==> config.mk <==
export PLATFORM = sky130hd
export DESIGN_NAME = brent_kung_subtractor_pipe_flat
export DESIGN_NICKNAME = d
export VERILOG_FILES = /design/src/rtl/brent_kung_subtractor_pipe_if.sv /design/src/rtl/brent_kung_subtractor_pipe.sv /design/src/flat_wrapper.sv
export SDC_FILE = /design/constraint.sdc
export NUM_CORES = 1
export LEC_CHECK = 0
export CAP_MARGIN = 40
export CELL_PAD_IN_SITES_DETAIL_PLACEMENT = 1
export CELL_PAD_IN_SITES_GLOBAL_PLACEMENT = 1
export CORE_UTILIZATION = 41
export DETAILED_ROUTE_END_ITERATION = 8
export PLACE_DENSITY = 0.83
export SLEW_MARGIN = 0
export SYNTH_ARGS = -nofsm -noshare
export SYNTH_HDL_FRONTEND = slang
export SYNTH_SLANG_ARGS = --single-unit
==> constraint.sdc <==
create_clock -name clk -period 7.1 [get_ports clk]
set_clock_uncertainty 0.1 [all_clocks]
set_input_delay 0.71 -clock clk [delete_from_list [all_inputs] [get_ports clk]]
set_output_delay 0.71 -clock clk [all_outputs]
set_load 0.01 [all_outputs]
==> src/rtl/brent_kung_subtractor_pipe_if.sv <==
// Operand/result handshake bundle for brent_kung_subtractor_pipe.
// master = producer/consumer side (testbench or ALU), slave = subtractor.
interface brent_kung_subtractor_pipe_if #(
    parameter int unsigned WIDTH = 32
) ();
    logic             in_valid;
    logic             in_ready;
    logic [WIDTH-1:0] inA;
    logic [WIDTH-1:0] inB;
    logic             bin;
    logic             out_valid;
    logic             out_ready;
    logic [WIDTH-1:0] diff;
    logic             bout;
    logic             zero;
    logic             neg;
    logic             ovf;

    modport master (
        output in_valid, inA, inB, bin, out_ready,
        input  in_ready, out_valid, diff, bout, zero, neg, ovf
    );

    modport slave (
        input  in_valid, inA, inB, bin, out_ready,
        output in_ready, out_valid, diff, bout, zero, neg, ovf
    );
endinterface

==> src/rtl/brent_kung_subtractor_pipe.sv <==
// Two-stage pipelined A - B - bin subtractor on a Brent-Kung prefix network.
// Stage 1 resolves the low WIDTH/2 bits and the mid carry, stage 2 (the output
// register) resolves the high half, borrow-out and flags.
// Optional: define SUB_FLAGS_EN to build the zero/neg/ovf flags; otherwise
// they are tied to 0.
module brent_kung_subtractor_pipe #(
    parameter int unsigned WIDTH = 32
) (
    input  logic                          clk,
    input  logic                          rst_n,
    brent_kung_subtractor_pipe_if.slave   bus
);
    localparam int unsigned HW   = WIDTH / 2;
    localparam int unsigned LOGH = $clog2(HW);
    localparam int unsigned IDXW = (LOGH == 0) ? 1 : LOGH;

    // Brent-Kung carries for an HW-bit slice: c[0] = cin, c[i+1] = carry out of bit i.
    function automatic logic [HW:0] bk_carry(input logic [HW-1:0] g_in,
                                             input logic [HW-1:0] p_in,
                                             input logic          cin);
        logic [HW-1:0] gg;
        logic [HW-1:0] pp;
        logic [HW:0]   c;
        gg    = g_in;
        pp    = p_in;
        gg[0] = g_in[0] | (p_in[0] & cin);
        // up-sweep: build group terms at positions 2d-1, 4d-1, ...
        for (int d = 1; d < int'(HW); d = d * 2) begin
            for (int i = 2 * d - 1; i < int'(HW); i = i + 2 * d) begin
                gg[IDXW'(i)] = gg[IDXW'(i)] | (pp[IDXW'(i)] & gg[IDXW'(i - d)]);
                pp[IDXW'(i)] = pp[IDXW'(i)] & pp[IDXW'(i - d)];
            end
        end
        // down-sweep: fill in the remaining prefixes from the resolved ones
        for (int lvl = int'(LOGH); lvl >= 0; lvl--) begin
            for (int i = 3 * (1 << lvl) - 1; i < int'(HW); i = i + 2 * (1 << lvl)) begin
                gg[IDXW'(i)] = gg[IDXW'(i)] | (pp[IDXW'(i)] & gg[IDXW'(i - (1 << lvl))]);
                pp[IDXW'(i)] = pp[IDXW'(i)] & pp[IDXW'(i - (1 << lvl))];
            end
        end
        c[0]    = cin;
        c[HW:1] = gg;
        return c;
    endfunction

    logic          s1_valid_q, s1_valid_d;
    logic          out_valid_q, out_valid_d;
    logic          s2_load;
    logic          in_ready_c;
    logic          accept;

    logic [HW-1:0] s1_diff_lo_q, s1_diff_lo_d;
    logic          s1_c_mid_q, s1_c_mid_d;
    logic [HW-1:0] s1_a_hi_q, s1_a_hi_d;
    logic [HW-1:0] s1_nb_hi_q, s1_nb_hi_d;

    logic [WIDTH-1:0] diff_q, diff_d;
    logic             bout_q, bout_d;

    // Handshake: S2 drains when empty or consumer takes the beat; S1 refills behind it.
    always_comb begin
        s2_load     = s1_valid_q & (~out_valid_q | bus.out_ready);
        in_ready_c  = ~s1_valid_q | s2_load;
        accept      = bus.in_valid & in_ready_c;
        s1_valid_d  = accept | (s1_valid_q & ~s2_load);
        out_valid_d = s2_load | (out_valid_q & ~bus.out_ready);
    end

    // Stage 1 datapath: low-half difference and carry into the high half.
    always_comb begin
        logic [HW-1:0] a_lo;
        logic [HW-1:0] nb_lo;
        logic [HW:0]   c_lo;
        a_lo         = bus.inA[HW-1:0];
        nb_lo        = ~bus.inB[HW-1:0];
        c_lo         = bk_carry(a_lo & nb_lo, a_lo ^ nb_lo, ~bus.bin);
        s1_diff_lo_d = (a_lo ^ nb_lo) ^ c_lo[HW-1:0];
        s1_c_mid_d   = c_lo[HW];
        s1_a_hi_d    = bus.inA[WIDTH-1:HW];
        s1_nb_hi_d   = ~bus.inB[WIDTH-1:HW];
    end

    // Stage 2 datapath: high-half difference with carry-in from stage 1.
    always_comb begin
        logic [HW:0] c_hi;
        c_hi   = bk_carry(s1_a_hi_q & s1_nb_hi_q, s1_a_hi_q ^ s1_nb_hi_q, s1_c_mid_q);
        diff_d = {(s1_a_hi_q ^ s1_nb_hi_q) ^ c_hi[HW-1:0], s1_diff_lo_q};
        bout_d = ~c_hi[HW];
    end

    // Valid bits for both stages.
    always_ff @(posedge clk or negedge rst_n) begin
        if (!rst_n) begin
            s1_valid_q  <= 1'b0;
            out_valid_q <= 1'b0;
        end else begin
            s1_valid_q  <= s1_valid_d;
            out_valid_q <= out_valid_d;
        end
    end

    // Stage 1 data registers, loaded on accept.
    always_ff @(posedge clk or negedge rst_n) begin
        if (!rst_n) begin
            s1_diff_lo_q <= '0;
            s1_c_mid_q   <= 1'b0;
            s1_a_hi_q    <= '0;
            s1_nb_hi_q   <= '0;
        end else if (accept) begin
            s1_diff_lo_q <= s1_diff_lo_d;
            s1_c_mid_q   <= s1_c_mid_d;
            s1_a_hi_q    <= s1_a_hi_d;
            s1_nb_hi_q   <= s1_nb_hi_d;
        end
    end

    // Output register, loaded when stage 1 moves into stage 2.
    always_ff @(posedge clk or negedge rst_n) begin
        if (!rst_n) begin
            diff_q <= '0;
            bout_q <= 1'b0;
        end else if (s2_load) begin
            diff_q <= diff_d;
            bout_q <= bout_d;
        end
    end

`ifdef SUB_FLAGS_EN
    logic zero_q, zero_d;
    logic neg_q, neg_d;
    logic ovf_q, ovf_d;

    // Flags from the stage-2 result; B's msb is the inverse of the stored ~B msb.
    always_comb begin
        zero_d = (diff_d == '0);
        neg_d  = diff_d[WIDTH-1];
        ovf_d  = (s1_a_hi_q[HW-1] != ~s1_nb_hi_q[HW-1]) &
                 (diff_d[WIDTH-1] != s1_a_hi_q[HW-1]);
    end

    // Flag registers share the output-register enable.
    always_ff @(posedge clk or negedge rst_n) begin
        if (!rst_n) begin
            zero_q <= 1'b0;
            neg_q  <= 1'b0;
            ovf_q  <= 1'b0;
        end else if (s2_load) begin
            zero_q <= zero_d;
            neg_q  <= neg_d;
            ovf_q  <= ovf_d;
        end
    end

    assign bus.zero = zero_q;
    assign bus.neg  = neg_q;
    assign bus.ovf  = ovf_q;
`else
    assign bus.zero = 1'b0;
    assign bus.neg  = 1'b0;
    assign bus.ovf  = 1'b0;
`endif

    assign bus.in_ready  = in_ready_c;
    assign bus.out_valid = out_valid_q;
    assign bus.diff      = diff_q;
    assign bus.bout      = bout_q;

endmodule

==> src/flat_wrapper.sv <==
// flat-port wrapper written by rule: the top's interface ports become plain ports
module brent_kung_subtractor_pipe_flat 
#(
    parameter int unsigned WIDTH = 32
)
  (clk, rst_n, bus_in_valid, bus_inA, bus_inB, bus_bin, bus_out_ready, bus_in_ready, bus_out_valid, bus_diff, bus_bout, bus_zero, bus_neg, bus_ovf);
  brent_kung_subtractor_pipe_if #(.WIDTH(WIDTH)) bus_i ();
  input  logic clk;
  input  logic rst_n;
  input wire logic [$bits(bus_i.in_valid)-1:0] bus_in_valid;
  input wire logic [$bits(bus_i.inA)-1:0] bus_inA;
  input wire logic [$bits(bus_i.inB)-1:0] bus_inB;
  input wire logic [$bits(bus_i.bin)-1:0] bus_bin;
  input wire logic [$bits(bus_i.out_ready)-1:0] bus_out_ready;
  output wire logic [$bits(bus_i.in_ready)-1:0] bus_in_ready;
  output wire logic [$bits(bus_i.out_valid)-1:0] bus_out_valid;
  output wire logic [$bits(bus_i.diff)-1:0] bus_diff;
  output wire logic [$bits(bus_i.bout)-1:0] bus_bout;
  output wire logic [$bits(bus_i.zero)-1:0] bus_zero;
  output wire logic [$bits(bus_i.neg)-1:0] bus_neg;
  output wire logic [$bits(bus_i.ovf)-1:0] bus_ovf;
  assign bus_i.in_valid = bus_in_valid;
  assign bus_i.inA = bus_inA;
  assign bus_i.inB = bus_inB;
  assign bus_i.bin = bus_bin;
  assign bus_i.out_ready = bus_out_ready;
  assign bus_in_ready = bus_i.in_ready;
  assign bus_out_valid = bus_i.out_valid;
  assign bus_diff = bus_i.diff;
  assign bus_bout = bus_i.bout;
  assign bus_zero = bus_i.zero;
  assign bus_neg = bus_i.neg;
  assign bus_ovf = bus_i.ovf;
  brent_kung_subtractor_pipe #(.WIDTH(WIDTH)) u_core (.clk(clk), .rst_n(rst_n), .bus(bus_i));
endmodule
==> results of run 1 <==
-- layer usage --
metal	wire length, µm	part of all wire [%]
met3	350	4.0
met2	4740	54
met5	0	0
met4	128	1.4
met1	3620	41
-- cell usage after synthesis (4+ instances only) --
| library cell | count | area share [%] |
|---|---|---|
| a21oi_1 | 7 | 0.86 |
| buf_2 | 8 | 0.98 |
| buf_4 | 4 | 0.74 |
| dfrtp_1 | 84 | 52 |
| fa_1 | 10 | 4.9 |
| ha_1 | 28 | 8.6 |
| inv_1 | 27 | 2.5 |
| mux2_1 | 18 | 5.0 |
| mux2_2 | 19 | 5.3 |
| nand2_1 | 47 | 4.3 |
| nand2b_1 | 4 | 0.62 |
| o21ai_0 | 45 | 5.5 |
| xnor2_1 | 17 | 3.7 |
-- cells by family after synthesis --
kind of cell	share of synthesized area, %
simple gates	7.02
buf+inv	5.17
fa+ha+maj	13.5
mux	10.2
flops	51.7
compound gates	7.94
other cells	0.0922
xor+xnor	4.31
-- flip-flops by register name, summed over array words and instances (netlist names) --
register              cells
u_core.bus.bout           1
u_core.s1_nb_hi_q        16
u_core.bus.diff          32
u_core.s1_a_hi_q         16
u_core.s1_diff_lo_q      16
u_core.bus.out_valid      1
u_core.s1_c_mid_q         1
u_core.s1_valid_q         1
-- placed cells by master (no fill, tap or decap), types with 2 or more instances in the layout --
master,instances
clkdlybuf4s50_1,102
dfrtp_1,84
nand2_1,47
o21ai_0,45
ha_1,28
inv_1,27
mux2_2,19
mux2_1,18
xnor2_1,17
fa_1,10
clkbuf_8,9
a21oi_1,7
nand2b_1,4
xor2_1,3
conb_1,3
clkinvlp_4,3
inv_6,3
nand2_2,2
o21a_1,2
buf_4,2
-- per-stage QoR --
stage / instance area, µm² / utilization, % / setup WS (ns) / hold WS, ns
2_1_floorplan: 4070 / - / 4.44 / 0.314
3_3_place_gp: 5160 / 54.8 / 3.90 / 0.357
3_5_place_dp: 5210 / 55.3 / 3.71 / 0.369
4_1_cts: 5390 / 57.3 / 4.08 / 0.231
5_1_grt: 5390 / 57.3 / 4.00 / 0.251
6_report: 5390 / 57.3 / 4.11 / 0.231
-- layout make-up --
cell class                 instances  area, µm²  area share [%]
multi-input combinational        221       1760            32.7
tap                              129        161            2.99
clock inverter                     7       57.6            1.07
timing repair buffer             106       1080            20.1
sequential                        84       2100            39.0
inverter                          27        101            1.88
clock buffer                       9        124            2.30
-- worst max-delay path, delay by kind of cell --
family	cells	cell delay [ns]
compound gates	2	0.33
xor+xnor	1	0.16
fa+ha+maj	3	1.16
buf+inv	2	0.51
simple gates	2	0.27
-- worst paths after layout --
check	start	end	slack (ns)	cells past startpoint
max	bus_inA[0]	u_core.s1_diff_lo_q[7]	4.11	10
min	rst_n	u_core.bus.diff[21]	0.23	1
max reg2reg	u_core.s1_nb_hi_q[0]	u_core.bus.diff[22]	4.42	9
min reg2reg	u_core.bus.diff[29]	u_core.bus.diff[29]	0.38	2
max in group asynchronous	rst_n	u_core.s1_diff_lo_q[6]	6.04	2
min in group clk	u_core.bus.diff[29]	u_core.bus.diff[29]	0.38	2
-- power groups by stage --
stage | Sequential (mW) | Clock (mW) | Combinational (mW)
2_1_floorplan | 0.688 | 0 | 0.203
3_3_place_gp | 0.661 | 0 | 0.452
6_report | 0.660 | 0.312 | 0.474
5_1_grt | 0.675 | 0.338 | 0.527
3_5_place_dp | 0.673 | 0 | 0.484
4_1_cts | 0.663 | 0.325 | 0.486
==> flow_metrics.env, run 1 <==
export IMPL_startpoint_type="input pin"
export IMPL_die_w_um=102
export IMPL_cts_setup_buffers=0
export IMPL_synthArstFlopShare_pct=100
export IMPL_intPower_mw=0.996
export IMPL_clk_latency_ns=0.35
export IMPL_clk_path_buf_depth=2
export IMPL_relSlewSlack_pct=59.9
export IMPL_grt_overflow=0
export IMPL_vias=2813
export IMPL_dp_hpwl_mm=7.08
export IMPL_powerDensity_mw_per_mm2=268
export IMPL_yosys_warnings=0
export IMPL_critical_path_most_common_cell="fa_1"
export IMPL_postCtsHoldBufs=0
export IMPL_post_cts_resized=0
export IMPL_post_synth_cell_area_avg_um2=11.8
export IMPL_globalRouteMet2Util_pct=34.7
export IMPL_met3_usage_pct=3.86
export IMPL_syn_area_mm2=0.00407
export IMPL_grt_antenna_before_repair=0
export IMPL_dr_pass1_iters=4
export IMPL_p_leak_nw=2.41
export IMPL_cts_sink_count=84
export IMPL_drt_vias_per_instance=4.83
export IMPL_tightestPinTransition_ns=0.600
export IMPL_num_fill_cells=1014
export IMPL_status="finished, final reports clean"
export IMPL_synth_cell_types=35
export IMPL_maxCapViolations=0
export IMPL_finalHoldViolCount=0
export IMPL_gp_congestion=0.745
export IMPL_die_h_um=102
export IMPL_drc=0
export IMPL_cp_max_fo=3
export IMPL_end_kind="flop"
export IMPL_switching_power_mw=0.449
export IMPL_core_area_mm2=0.00942
export IMPL_cp_slowest_cell="clkdlybuf4s50_1"
export IMPL_port_buffers=103
export IMPL_vdd_drop_max_mv=0.0943
export IMPL_start_util_pct=43.2
export IMPL_dieArea_mm2=0.0103
export IMPL_period_minus_slack_ns=2.99
export IMPL_cp_cell_sequence="clkdlybuf4s50_1 > inv_1 > fa_1 > fa_1 > nand2b_1 > a21oi_1 > nor2b_1 > fa_1 > xor2_1 > o21ai_0"
export IMPL_yosys_most_used_dff="dfrtp_1"
export IMPL_diodes=0
export IMPL_grt_start_max_net_pins=50
export IMPL_drive_gt1_share_pct=9.47
export IMPL_grt_pass1_vias=3115
export IMPL_clockRootBuffer="clkbuf_8"
export IMPL_htree_levels=3
export IMPL_critical_path_required_ns=7.25
export IMPL_grt_util_all_layers_pct=18.8
export IMPL_layout_cells_non_filler=583
export IMPL_cts_made_buffers=9
export IMPL_antenna_left=0
export IMPL_period_share_pct=42.2
export IMPL_total_power_mw=1.45
export IMPL_detail_route_wl_per_cell_um=15.2
export IMPL_synthCells=346
export IMPL_p_sw_share_pct=31.1
export IMPL_place_inst=567
export IMPL_grt_busiest_layer="met2"
export IMPL_cts_tree="done"
export IMPL_grt_use_met1_pct=21.3
export IMPL_hp_class="in2async"
export IMPL_initialDrtViolationCount=33
export IMPL_tns_ns=0
export IMPL_fmax_mhz=334
export IMPL_ys_seq_elements=84
export IMPL_maxSlewViolCount=0
export IMPL_synth_edf_count=0
export IMPL_area_growth_pct=32.6
export IMPL_cp_arrival_ns=3.15
export IMPL_ys_seq_area_share_pct=51.7
export IMPL_cts_reportedPaths_clkPinSlew_ns=0.09
export IMPL_final_nets=556
export IMPL_pwr_share_comb_pct=32.8
export IMPL_rows=35
export IMPL_max_stage_delay_ns=0.46
export IMPL_criticalPathCategory="in2reg"
export IMPL_seqPwrFrac_pct=45.7
export IMPL_power_frac_clock_pct=21.6
export IMPL_setup_viol=0
export IMPL_drt_total_wl_mm=8.84
export IMPL_rsz0062_at_grt="false"
export IMPL_num_io_pins=107
export IMPL_grt_pass1_wl_mm=14.6
Note: power is estimated with default switching activity, not from simulation.
==> run 2, diff against run 1 <==
- CORE_UTILIZATION: 41 -> 34
- PLACE_DENSITY: 0.83 -> 0.74
- clock period: 7.1 -> 2.6 ns (I/O delays scaled with it)
==> flow_metrics.env, run 2 (synthesis gave the netlist of run 1 again) <==
export IMPL_status="complete, but fails checks"
export IMPL_violations="DRC"
export IMPL_dp_hpwl_mm=6.36
export IMPL_criticalPathCategory="reg2reg"
export IMPL_grt_util_all_layers_pct=14.7
export IMPL_p_leak_nw=2.51
export IMPL_period_share_pct=94.2
export IMPL_relSlewSlack_pct=58.5
export IMPL_setup_viol=0
export IMPL_most_common_layout_cells="clkdlybuf4s50_1, dfrtp_1, nand2_1"
export IMPL_initialDrtViolationCount=43
export IMPL_grt_start_max_net_pins=81
export IMPL_cts_made_buffers=9
export IMPL_num_fill_cells=1249
export IMPL_fmax_mhz=408
export IMPL_startpoint="u_core.s1_nb_hi_q[0]"
export IMPL_antenna_left=0
export IMPL_grt_overflow=0
export IMPL_drive_gt1_share_pct=10.5
export IMPL_die_w_um=111
export IMPL_clk_latency_ns=0.32
export IMPL_powerDensity_mw_per_mm2=795
export IMPL_detail_route_wl_per_cell_um=13.9
export IMPL_rows=39
export IMPL_port_buffers=103
export IMPL_vias=2785
export IMPL_cp_max_fo=3
export IMPL_core_area_mm2=0.0115
export IMPL_maxCapViolations=0
export IMPL_end_kind="flop"
export IMPL_rsz0062_at_grt="false"
export IMPL_fin_hold_ws_ns=0.346
export IMPL_cts_reportedPaths_clkPinSlew_ns=0.06
export IMPL_die_h_um=111
export IMPL_clk_path_buf_depth=2
export IMPL_drc=12
export IMPL_total_power_mw=4.45
export IMPL_cp_arrival_ns=2.56
export IMPL_finalHoldViolCount=0
export IMPL_cts_setup_buffers=0
export IMPL_fin_util_pct=48.6
export IMPL_layout_cells_non_filler=601
export IMPL_critical_path_required_ns=2.71
export IMPL_grt_pass1_wl_mm=14.3
export IMPL_htree_levels=3
export IMPL_maxSlewViolCount=0
export IMPL_place_inst=584
export IMPL_dieArea_mm2=0.0124
export IMPL_drt_vias_per_instance=4.63
export IMPL_drt_total_wl_mm=8.37
export IMPL_diodes=0
export IMPL_area_growth_pct=37.5
export IMPL_reg2reg_depth=9
export IMPL_period_minus_slack_ns=2.45
export IMPL_grt_pass1_vias=3018
export IMPL_final_nets=560
export IMPL_rr_startpoint="u_core.s1_nb_hi_q[0]"
export IMPL_gp_congestion=0.759
export IMPL_layout_commonest_cell="clkdlybuf4s50_1"
export IMPL_num_io_pins=107
export IMPL_clockRootBuffer="clkbuf_16"
export IMPL_hp_class="in2async"
export IMPL_place_ws_ns=-0.205
export IMPL_largest_reg_flops=32
export IMPL_cts_sink_count=84
export IMPL_startpoint_type="flop"
export IMPL_cts_tree="done"
export IMPL_vdd_drop_max_mv=0.263
export IMPL_setup_ws_ns=0.151
export IMPL_dr_pass1_iters=6
export IMPL_start_util_pct=35.3
export IMPL_grt_antenna_before_repair=0
export IMPL_tightestPinTransition_ns=0.621
-- run 2: cell types whose count changed in the layout (fill, tap and decap cells not counted), moves of 2 or more --
cell        delta
inv_6          -3
clkbuf_16      +9
clkbuf_8       -8
clkinv_2       +3
bufinv_16      +2
clkinvlp_4     -3
buf_4          +3
-- run 2: power breakdown --
group / internal (mW) / switching [mW] / leakage (nW)
Combinational: 0.760 / 0.537 / 1.33
Sequential: 1.62 / 0.182 / 1.01
Clock: 0.863 / 0.483 / 0.159
-- run 2: path summary, 6_finish.rpt --
path	end	slack, ns
worst max-delay path	u_core.bus.diff[22]	0.15
worst min-delay path	u_core.bus.diff[31]	0.35
worst max register to register	u_core.bus.diff[22]	0.15
worst min register to register	u_core.s1_diff_lo_q[13]	0.37
max in group asynchronous	u_core.s1_a_hi_q[5]	1.43
min in group clk	u_core.s1_diff_lo_q[13]	0.37
-- run 2: through the flow --
| stage | instance area [µm²] | TNS [ns] |
|---|---|---|
| 6_report | 5590 | 0 |
| 5_1_grt | 5590 | 0 |
| 4_1_cts | 5570 | 0 |
| 3_5_place_dp | 5240 | -0.705 |
| 3_3_place_gp | 5240 | -0.452 |
| 2_1_floorplan | 4070 | 0 |
-- run 2: repair_timing --
item / in CTS / in global routing
hold buffers: 1 / 0
gates resized for setup: 1 / 4
pin swaps: 0 / 1
endpoints found under the hold margin: 37 / 0
endpoints found under the setup margin: 1 / 3
-- run 2: final cells by class --
| class | instances | area (µm²) | share of cell area, % |
|---|---|---|---|
| Timing Repair Buffer | 110 | 1110 | 19.8 |
| Clock inverter | 5 | 75.1 | 1.34 |
| Tap cell | 143 | 179 | 3.20 |
| Clock buffer | 11 | 243 | 4.34 |
| Sequential cell | 84 | 2100 | 37.6 |
| Inverter | 27 | 101 | 1.81 |
| Multi-Input combinational cell | 221 | 1780 | 31.9 |
-- run 2: per-layer routing --
metal / vias to the layer above / track usage (%) / share of wire (%)
met5: - / 0 / 0
met4: 0 / 4.32 / 0.44
met3: 2 / 3.43 / 5.6
met2: 67 / 25.2 / 50
met1: 1360 / 18.4 / 44
li1: 1356 / - / -
-- run 2: worst max-delay path, stage by stage, from the launching register on --
cell	delay, ns
dfrtp_1	0.34
inv_1	0.06
fa_1	0.43
inv_1	0.09
fa_2	0.22
a21o_1	0.16
a21oi_4	0.07
o21ai_1	0.15
fa_1	0.44
mux2_2	0.28
